$ cat config.mk
export PLATFORM = sky130hd
export DESIGN_NAME = divider
export DESIGN_NICKNAME = d
export VERILOG_FILES = /design/src/rtl/divider_pkg.sv /design/src/rtl/divider.sv
export SDC_FILE = /design/constraint.sdc
export NUM_CORES = 1
export LEC_CHECK = 0
export BUFFER_PORTS_ARGS = -buffer_cell sky130_fd_sc_hd__buf_4
export CAP_MARGIN = 15
export CORE_UTILIZATION = 40
export DETAILED_ROUTE_END_ITERATION = 8
export HOLD_SLACK_MARGIN = 0.1
export PLACE_DENSITY = 0.63
export SLEW_MARGIN = 20
export SYNTH_ARGS = -nofsm -noshare
export SYNTH_HDL_FRONTEND = slang
export SYNTH_SLANG_ARGS = --single-unit
$ cat constraint.sdc
create_clock -name i_clk -period 3.3 [get_ports i_clk]
set_input_delay 0.33 -clock i_clk [delete_from_list [all_inputs] [get_ports i_clk]]
set_output_delay 0.33 -clock i_clk [all_outputs]
set_load 0.01 [all_outputs]
$ cat src/rtl/divider_pkg.sv
// Shared constants for the fixed-point divider: default word/fraction widths,
// FSM state encoding and saturation limits for the default word width.
package divider_pkg;

  localparam int DIV_N = 16;
  localparam int DIV_Q = 8;

  typedef enum logic [1:0] {
    IDLE = 2'd0,
    CALC = 2'd1,
    DONE = 2'd2
  } state_t;

  localparam logic [DIV_N-1:0] SAT_MAX_POS = {1'b0, {(DIV_N-1){1'b1}}};
  localparam logic [DIV_N-1:0] SAT_MIN_NEG = {1'b1, {(DIV_N-1){1'b0}}};

endpackage

$ cat src/rtl/divider.sv
// Signed fixed-point Q(N-Q).Q divider: sign-magnitude restoring division,
// one quotient bit per clock, saturating result with overflow/div-zero flags.
module divider
  import divider_pkg::*;
#(
  parameter int N = DIV_N,
  parameter int Q = DIV_Q
) (
  input  logic         i_clk,
  input  logic         i_rst,
  input  logic         i_start,
  input  logic [N-1:0] i_A,
  input  logic [N-1:0] i_B,
  output logic         o_busy,
  output logic         o_done,
  output logic [N-1:0] out,
  output logic         o_ovf,
  output logic         o_div_zero
);

  localparam int CNT_W = $clog2(N + Q + 1);
  localparam logic [N-1:0] MAX_POS = (N == DIV_N) ? SAT_MAX_POS : {1'b0, {(N-1){1'b1}}};
  localparam logic [N-1:0] MIN_NEG = (N == DIV_N) ? SAT_MIN_NEG : {1'b1, {(N-1){1'b0}}};

  state_t           state;
  logic [CNT_W-1:0] cnt;
  logic [N:0]       rem;
  logic [N+Q-1:0]   num_quo;  // numerator shifts out the top, quotient bits enter the bottom
  logic [N-1:0]     b_mag;
  logic             res_neg;
  logic             a_neg;
  logic             div_zero;

  logic [N-1:0] a_abs, b_abs;
  logic [N:0]   trial, diff;
  logic         fits;
  logic [N:0]   result;

  // Magnitudes as unsigned N-bit values; the most negative input maps to 2^(N-1).
  assign a_abs = i_A[N-1] ? (~i_A + N'(1)) : i_A;
  assign b_abs = i_B[N-1] ? (~i_B + N'(1)) : i_B;

  assign trial = {rem[N-1:0], num_quo[N+Q-1]};
  assign diff  = trial - {1'b0, b_mag};
  assign fits  = (trial >= {1'b0, b_mag});

  // Returns {ovf, value}; negating a zero magnitude yields +0.
  function automatic logic [N:0] saturate(input logic [N+Q-1:0] mag, input logic negative);
    if (!negative) begin
      if (mag > (N+Q)'(MAX_POS)) return {1'b1, MAX_POS};
      return {1'b0, mag[N-1:0]};
    end
    if (mag > (N+Q)'(MIN_NEG)) return {1'b1, MIN_NEG};
    return {1'b0, N'(0) - mag[N-1:0]};
  endfunction

  assign result = div_zero ? {1'b0, (a_neg ? MIN_NEG : MAX_POS)}
                           : saturate(num_quo, res_neg);

  always_ff @(posedge i_clk or posedge i_rst) begin
    if (i_rst) begin
      state      <= IDLE;
      cnt        <= '0;
      rem        <= '0;
      num_quo    <= '0;
      b_mag      <= '0;
      res_neg    <= 1'b0;
      a_neg      <= 1'b0;
      div_zero   <= 1'b0;
      o_busy     <= 1'b0;
      o_done     <= 1'b0;
      out        <= '0;
      o_ovf      <= 1'b0;
      o_div_zero <= 1'b0;
    end else begin
      // Status outputs are registered from the state, trailing it by one cycle.
      o_busy <= (state == CALC);
      o_done <= (state == DONE);
      case (state)
        IDLE: begin
          if (i_start) begin
            a_neg   <= i_A[N-1];
            res_neg <= i_A[N-1] ^ i_B[N-1];
            if (i_B == '0) begin
              div_zero <= 1'b1;
              state    <= DONE;
            end else begin
              div_zero <= 1'b0;
              b_mag    <= b_abs;
              num_quo  <= {a_abs, {Q{1'b0}}};
              rem      <= '0;
              cnt      <= '0;
              state    <= CALC;
            end
          end
        end
        CALC: begin
          rem     <= fits ? diff : trial;
          num_quo <= {num_quo[N+Q-2:0], fits};
          cnt     <= cnt + 1'b1;
          if (cnt == CNT_W'(N + Q - 1)) state <= DONE;
        end
        DONE: begin
          out        <= result[N-1:0];
          o_ovf      <= result[N];
          o_div_zero <= div_zero;
          state      <= IDLE;
        end
        default: state <= IDLE;
      endcase
    end
  end

endmodule

# ---- After elaboration in Yosys (flattened, before gate mapping)
# Index checks and enable logic that the tools add are counted.
dict set report word_totals {
  ff_bits 86
  output_inout_bits 20
  in_bits 35
}
dict set report op_classes {
  eq_ne 6
  n_reduce_logical 7
  addsub 5
  n_mux 29
  n_lt_le_gt_ge 3
  bitwise_logic 4
}
# cell n
set ops {}
lappend ops {{2-to-1 mux 17 bit} 7}
lappend ops {{2-to-1 mux 16 bit} 6}
lappend ops {{2-to-1 mux 24 bit} 2}
lappend ops {{one-hot mux 24 bit (2 select lines)} 1}
lappend ops {{adder 16 x 1 -> 16 bit (second input constant)} 2}
lappend ops {{inverter 16 bit} 2}
lappend ops {{one-hot mux 16 bit (2 select lines)} 1}
lappend ops {{> comparator 24 x 15 -> 1 bit (second input constant)} 1}
lappend ops {{> comparator 24 x 16 -> 1 bit (second input constant)} 1}
lappend ops {{>= comparator 17 x 16 -> 1 bit} 1}
lappend ops {{zero test 16 bit} 1}
lappend ops {{subtractor 1 x 16 -> 16 bit (first input constant)} 1}
lappend ops {{subtractor 16 bit} 1}
lappend ops {{2-to-1 mux 5 bit} 2}
lappend ops {{one-hot mux 5 bit (2 select lines)} 1}
lappend ops {{2-to-1 mux 2 bit} 3}
lappend ops {{AND reduction 3 bit} 2}
lappend ops {{adder 5 x 1 -> 5 bit (second input constant)} 1}
lappend ops {{equality test 5 bit (second input constant)} 1}
lappend ops {{2-to-1 mux 1 bit} 5}
lappend ops {{!= test 2 bit (second input constant)} 2}
lappend ops {{one-hot mux 2 bit (2 select lines)} 1}
lappend ops {{AND reduction 2 bit} 2}
lappend ops {{equality test 2 x 1 -> 1 bit (second input constant)} 1}
lappend ops {{6 further kinds} 6}

# ---- Depth between registers and ports, before layout
# Gate-level depths: netlist of run 1.
dict set report depth {
  ltp_word 9
  depth_mapped 10
  mapped_depth_nobuf 9
}

# ---- Least setup slack after synthesis of run 1
# Ideal clock, no wire load.
dict set report synth_path {
  path_type {reg-to-reg}
  from {reg rem[10]}
  to {reg rem[10]}
  arrival_ns 2.245
  path_stages_with_launch 9
  setup_ns 0.135
  path_slack_ns 0.919
  cell_sequence {dfrtp_1 ha_1 and4_1 and2_1 a211o_1 a211o_1 clkbuf_1 o2111ai_1 o211ai_1}
}
dict set report synth_between {
  elab_chain_len 3
}
# item line_no
set synth_rtl {}
lappend synth_rtl {{start, declared} divider.sv:27} ;# logic [N:0] rem;
lappend synth_rtl {{start signal, assigned} divider.sv:98} ;# rem <= fits ? diff : trial;
lappend synth_rtl {{>= comparator 17 x 16 -> 1 bit} divider.sv:45} ;# assign fits = (trial >= {1'b0, b_mag});
lappend synth_rtl {{2-to-1 mux 16 bit} divider.sv:98}
lappend synth_rtl {{one-hot mux 16 bit (2 select lines)} divider.sv:79} ;# case (state)
# Every way passes these cells.
# A chain may end at the register's enable or synchronous reset.

# ---- Worst setup path after layout of run 1
dict set report layout_path {
  from {reg rem[11]}
  to {reg rem[14]}
}
dict set report layout_between {
  elab_chain_len 3
}
# item line_no
set layout_rtl {}
lappend layout_rtl {{subtractor 16 bit / >= comparator 17 x 16 -> 1 bit (equally long branches)} {divider.sv:44, divider.sv:45}}
lappend layout_rtl {{2-to-1 mux 16 bit *} divider.sv:98}
lappend layout_rtl {{one-hot mux 16 bit (2 select lines) *} divider.sv:79}
# Every way passes the cells marked *; elsewhere a longest branch is shown, timed or not.

==> results of run 1 <==
==> stage by stage <==
step / util, % / total power (uW) / setup WS (ps)
final: 46.9 / 6500 / 432
after global routing: 46.9 / 7070 / 259
after CTS: 46.8 / 6500 / 459
after detailed placement: 44.9 / 5520 / 405
after global placement: 44.9 / 5390 / 447
after floorplan: - / 4580 / 748
==> area by class of cell <==
cell class                 instances  share of cell area, %
inverter                          33                   1.92
tap                              180                   3.46
sequential                        86                   33.1
clock inverter                     5                  0.500
clock buffer                      11                   3.58
timing repair buffer              64                   7.62
multi-input combinational        528                   49.8
==> cell usage in the layout, fill, tap and decap left out, types with 3 or more instances in the layout <==
cell and count:
a211o_1 3, a21boi_0 3, a21o_1 6, a21oi_1 58, a221o_1 3, a31oi_1 5, and2_1 4, and3_1 4
and4_1 3, buf_4 62, clkbuf_16 9, clkinv_2 4, dfrtp_1 86, ha_1 20, inv_1 31, nand2_1 97
nand2b_1 4, nand3_1 16, nand3b_1 3, nand4_1 3, nor2_1 38, nor2b_1 3, nor3_1 19, nor4_1 6
o2111ai_1 4, o211ai_1 17, o21ai_0 80, o221ai_1 4, o22ai_1 6, o31a_1 4, o31ai_1 13, o41ai_1 6
or3_1 8, or4_1 6, xnor2_1 21, xor2_1 17
==> power groups by stage <==
| stage | sequential (uW) | combinational [uW] | clock, uW |
|---|---|---|---|
| global placement | 1930 | 3460 | 0 |
| global route | 2010 | 4040 | 1020 |
| CTS | 1940 | 3580 | 971 |
| finish | 1950 | 3600 | 952 |
| detailed placement | 1960 | 3560 | 0 |
| floorplan | 1810 | 2770 | 0 |
==> worst max-delay path, delay by kind of cell, from the launching register on <==
kind / cells / cell delay (ps)
AOI/OAI and AO/OA: 6 / 1950
DFF: 1 / 390
adders and majority gates: 1 / 400
==> state kept, by name, summed over array words and instances (netlist names) <==
register    count
num_quo        24
b_mag          16
out            16
rem            16
cnt             5
state           2
a_neg           1
div_zero        1
o_busy          1
o_div_zero      1
o_done          1
o_ovf           1
res_neg         1
==> what timing repair did <==
item / CTS / global route
hold buffers: 0 / 1
endpoints found under the hold margin: 0 / 2
setup endpoints to repair: 0 / 0
==> cell families (layout without fill, tap and decap cells) <==
group / after synthesis / in the layout / share of synthesized area [%]
flip-flops: 86 / 86 / 37.9
adder cells (fa/ha/maj): 21 / 21 / 4.75
AND/OR/NAND/NOR: 229 / 229 / 19.7
XOR/XNOR: 38 / 38 / 5.85
buffers and inverters: 71 / 113 / 5.11
multiplexers: 4 / 4 / 0.748
AO/OA/AOI/OAI: 236 / 236 / 26.0
==> routing by layer <==
layer / up-vias / GRT usage, % / wire [um]
met2: 146 / 34.6 / 6970
met3: 10 / 4.42 / 799
li1: 2560 / - / -
met1: 2566 / 28.6 / 6760
met5: - / 0 / 0
met4: 0 / 5.40 / 152
==> final timing paths <==
kind / depth (start not counted) / endpoint / slack [ps]
max: 7 / rem[14] / 430
min: 3 / b_mag[1] / 280
max reg2reg: 7 / rem[14] / 430
min reg2reg: 2 / b_mag[9] / 480
max in group asynchronous: 4 / o_busy / 2280
min in group asynchronous: 4 / rem[11] / 600
==> key figures, run 1 <==
Cells and area
  • Non-Filler Cell Area, Final: 6510 sq um
  • Reg area: approximately 2200 sq um
  • Finished Layout Cells: 907
  • P&R area growth vs syn: 14.4%
  • Share of cells above drive strength 1: 12.7%
  • Nets: 778
  • Area of the multi-input gates: 3240 sq um
  • Fill cell count: about 1400
  • Antenna diodes: 0

Die
  • Initial Util: 41.0%
  • Die X: 121 um
  • Num rows: 43
  • Die Y: 121 um
  • Top-Level Pins: 55
  • Die footprint: 14700 sq um
  • Core ar.: 13900 sq um

Worst setup path
  • CP required: 3520 ps
  • Most used cell, CP: o21ai_0
  • CP max FO: 14
  • Critical Path Sink Type: flip-flop
  • Crit Reg-Reg Startpoint: rem[11]
  • Slowest-stage cell, CP: a211o_1
  • Worst setup path startpoint: rem[11]
  • Max stage delay on crit path: between 500 and 600 ps
  • Setup CP Type: flip-flop to flip-flop
  • Data arrival, critical path: about 3100 ps
  • Startpoint Class: flip-flop
  • CP cell instances: ha_1, a21oi_1, o21ai_0, a211o_1, a211o_1, o21ai_0, o21ai_0

Hold path
  • Hold Path Class: input port to flip-flop
  • Hold Crit Start: i_B[1]

Logic synthesis
  • Cell Area, Synth: 5690 sq um
  • Top post-synthesis cells by area: dfrtp_1 (38%), o21ai_0 (7.0%), nand2_1 (6.4%)
  • Cell taking the most area after synthesis: dfrtp_1
  • Yosys warns: 0
  • Sequential area share after synthesis: 37.9%
  • Synth top area share: 37.9%
  • Ys flop type: dfrtp_1
  • Post-synth cell types: 71
  • Ys async rst share: between 90% and 100%
  • Most frequent cell after synthesis: nand2_1
  • Syn Nets: 741
  • Syn_area_per_cell: 8.30 sq um
  • Number of flops mapped to enable cells by yosys: 0
  • Top post-synthesis cells by count: nand2_1 (97), dfrtp_1 (86), o21ai_0 (80), a21oi_1 (58), nor2_1 (38)
  • Cells after Synth: 685
  • Post-synthesis register bit count: 86

Routing
  • Pre-antenna DRT Iters: 5
  • DR DRC count: 0
  • Initial DRC count: 362
  • WL final: between 10 and 15 mm
  • ANT nets after route: 0
  • Drt via density: a little under 6
  • Routed WL per cell: 16.2 um
  • Routed via count: 5282

Placement
  • Post-Place Cells: 890
  • Post-Place Cell Area: 6230 sq um
  • Port Buf Inserts: 54
  • Hpwl dp: between 10 and 15 mm
  • Final Wtd Congestion: 0.888

Timing
  • Period utilization: around 87%
  • Worst Max-Slew Pin Slew: 948 ps
  • Hold Worst Slack: 283 ps
  • Final setup violation count: 0
  • Final worst clock skew: 5.47 ps
  • Min cycle time layout: 2870 ps
  • Final Hold Viols: 0
  • RSZ-0062 raised after global routing: false
  • Final TNS setup: 0 ps
  • Fmax: 0.349 GHz
  • Final-report max-slew violation count: 0
  • Normalized max-slew margin: a little under two fifths

Power
  • Reg power frac: approximately 30%
  • P_int: 3530 uW
  • Leakage: roughly 0.0028 uW
  • Clock power frac: 14.6%
  • Comb power frac: a little under three fifths
  • Switching share of power: 45.6%
  • Maximum VDD drop: 544 uV
  • NetSw: 2970 uW
  • Pwr/cell area: roughly 1000 nW/um^2

Clock network
  • Worst-skew pair later-pin latency: 350 ps
  • # resized after CTS: 0
  • Clock slew at reported path FFs: 60 ps
  • Postcts setup bufs: 0
  • TritonCTS clock tree: built
  • CTS H-Tree Depth: 3
  • Longest Clk Path Bufs: 2
  • Number of clock sinks: 86
  • Root Driver: clkbuf_16
  • Total CTS buffers: 9

Global routing
  • Overall routing resource usage: 21.2%
  • First-pass GRT wire length: 24.6 mm
  • Vias in the first global route: between 4000 and 5000
  • Largest net degree at the start of global routing: 87
  • Initial antenna violation count: 0
  • Total congestion overflow: 0

Job
  • Max-Cap Viols: 0

Run status
  • Status: finished clean
No activity file was read; power rests on OpenSTA's default activity.
==> inputs of run 2 (changes only) <==
==> constraint.sdc (replaced) <==
create_clock -name i_clk -period 2.7 [get_ports i_clk]
set_input_delay 0.27 -clock i_clk [delete_from_list [all_inputs] [get_ports i_clk]]
set_output_delay 0.27 -clock i_clk [all_outputs]
set_load 0.01 [all_outputs]
==> key figures, run 2 (synthesis results as in run 1) <==
Worst setup path
  • CP required: 2920 ps
  • CP max FO: 8
  • Critical Path Sink Type: flip-flop
  • Crit Reg-Reg Startpoint: rem[9]
  • Worst setup path startpoint: rem[9]
  • Data arrival, critical path: between 2000 and 3000 ps
  • Startpoint Class: flip-flop
  • Setup CP Type: flip-flop to flip-flop

Global routing
  • Overall routing resource usage: 21.2%
  • Largest net degree at the start of global routing: 87
  • Vias in the first global route: 5081
  • Initial antenna violation count: 0
  • Total congestion overflow: 0
  • First-pass GRT wire length: around 25 mm

Clock network
  • TritonCTS clock tree: built
  • Number of clock sinks: 86
  • Longest Clk Path Bufs: 2
  • Postcts setup bufs: 0
  • Worst-skew pair later-pin latency: 350 ps
  • CTS H-Tree Depth: 3
  • Root Driver: clkbuf_16
  • Total CTS buffers: 9
  • Clock slew at reported path FFs: approximately 70 ps

Timing
  • Final worst clock skew: 7.43 ps
  • Final-report max-slew violation count: 0
  • Final setup violation count: 0
  • Worst Max-Slew Pin Slew: 709 ps
  • Period utilization: a little over nine tenths
  • Normalized max-slew margin: 52.5%
  • RSZ-0062 raised after global routing: false
  • Fmax: about 0.39 GHz
  • Final Hold Viols: 0
  • Min cycle time layout: 2530 ps
  • Final TNS setup: 0 ps

Die
  • Die Y: 121 um
  • Die X: about 120 um
  • Initial Util: 41.0%
  • Top-Level Pins: 55
  • Die footprint: 14700 sq um
  • Core ar.: between 10000 and 15000 sq um
  • Num rows: 43

Cells and area
  • P&R area growth vs syn: 18.7%
  • Antenna diodes: 0
  • Leading cell type in the layout, fill and taps excluded: nand2_1
  • Most frequent cells in the layout: nand2_1 (97), dfrtp_1 (86), buf_4 (81), o21ai_0 (79), a21oi_1 (58)
  • Nets: 798
  • Largest register FFs: 24
  • Most flop-heavy register: num_quo
  • Share of cells above drive strength 1: 15.4%

Routing
  • WL final: 14.7 mm
  • Initial DRC count: 401
  • Drt via density: about 5.7
  • Pre-antenna DRT Iters: 5
  • Routed WL per cell: 15.8 um
  • DR DRC count: 0
  • Routed via count: roughly 5300
  • ANT nets after route: 0

Run status
  • Status: finished clean

Hold path
  • Hold Crit Start: i_start
  • Hold Path Class: input port to flip-flop

Placement
  • Final Wtd Congestion: 0.916
  • Port Buf Inserts: 54
  • Hpwl dp: between 10 and 15 mm

Power
  • Total power: 8420 uW
  • Pwr/cell area: between 1000 and 1500 nW/um^2
  • Maximum VDD drop: 443 uV
  • Leakage: 0.00292 uW

Job
  • Max-Cap Viols: 0
[run 2: cell types whose count changed in the layout (fill, tap and decap cells not counted), moves of 2 or more]
cell	change
clkinv_2	-3
bufinv_16	+2
buf_4	+19
inv_8	+2
clkbuf_1	-2
[run 2: worst paths after layout]
| check | slack (ps) | cells after the start | end |
|---|---|---|---|
| max | 170 | 8 | rem[10] |
| min | 220 | 3 | state[1] |
| max reg2reg | 170 | 8 | rem[10] |
| min reg2reg | 480 | 2 | o_ovf |
| max in group asynchronous | 1780 | 4 | rem[6] |
| min in group asynchronous | 580 | 4 | rem[12] |
[run 2: timing repair]
item,CTS,global route
endpoints found under the setup margin,0,4
resized for setup,0,2
endpoints found under the hold margin,86,0
hold buffers,1,0
[run 2: final cells by class]
type / count / area [sq um]
multi-input cells: 528 / 3250
fillers: 1336 / 7130
flip-flops and latches: 86 / 2150
well taps: 180 / 225
clock buffers: 10 / 239
inverters: 33 / 125
repair buffers: 84 / 658
clock inverters: 6 / 100
[run 2: report_power, final]
group	switching, uW	total [uW]	internal (uW)
combinational	2650	4630	1990
sequential	509	2370	1860
clock	563	1420	854
[run 2: per-stage QoR]
stage,setup WS [ps],util (%),instances,cell area (sq um),hold slack (ps)
3_5_place_dp,178,46.1,910,6390,419
4_1_cts,187,48.6,927,6740,216
3_3_place_gp,246,46.1,910,6390,412
5_1_grt,8.43,48.6,927,6750,239
2_1_floorplan,208,-,685,5690,429
6_report,168,48.6,927,6750,223
[run 2: worst max-delay path: stages (launching register included)]
cell and delay (ps):
dfrtp_1 400, ha_1 380, and4_1 240, and2_1 190, a211o_1 290, a211o_1 340
buf_4 180, o2111ai_1 240, o211ai_1 130
[run 2: per-layer routing]
layer  global-route usage, %  wire length, um  part of all wire (%)  vias up
met3                    3.52              509                   3.5       21
met4                    6.94              224                   1.5        0
met2                    34.8             6940                    47      112
li1                        -                -                     -     2610
met5                       0                0                     0        -
met1                    28.3             6980                    48     2546
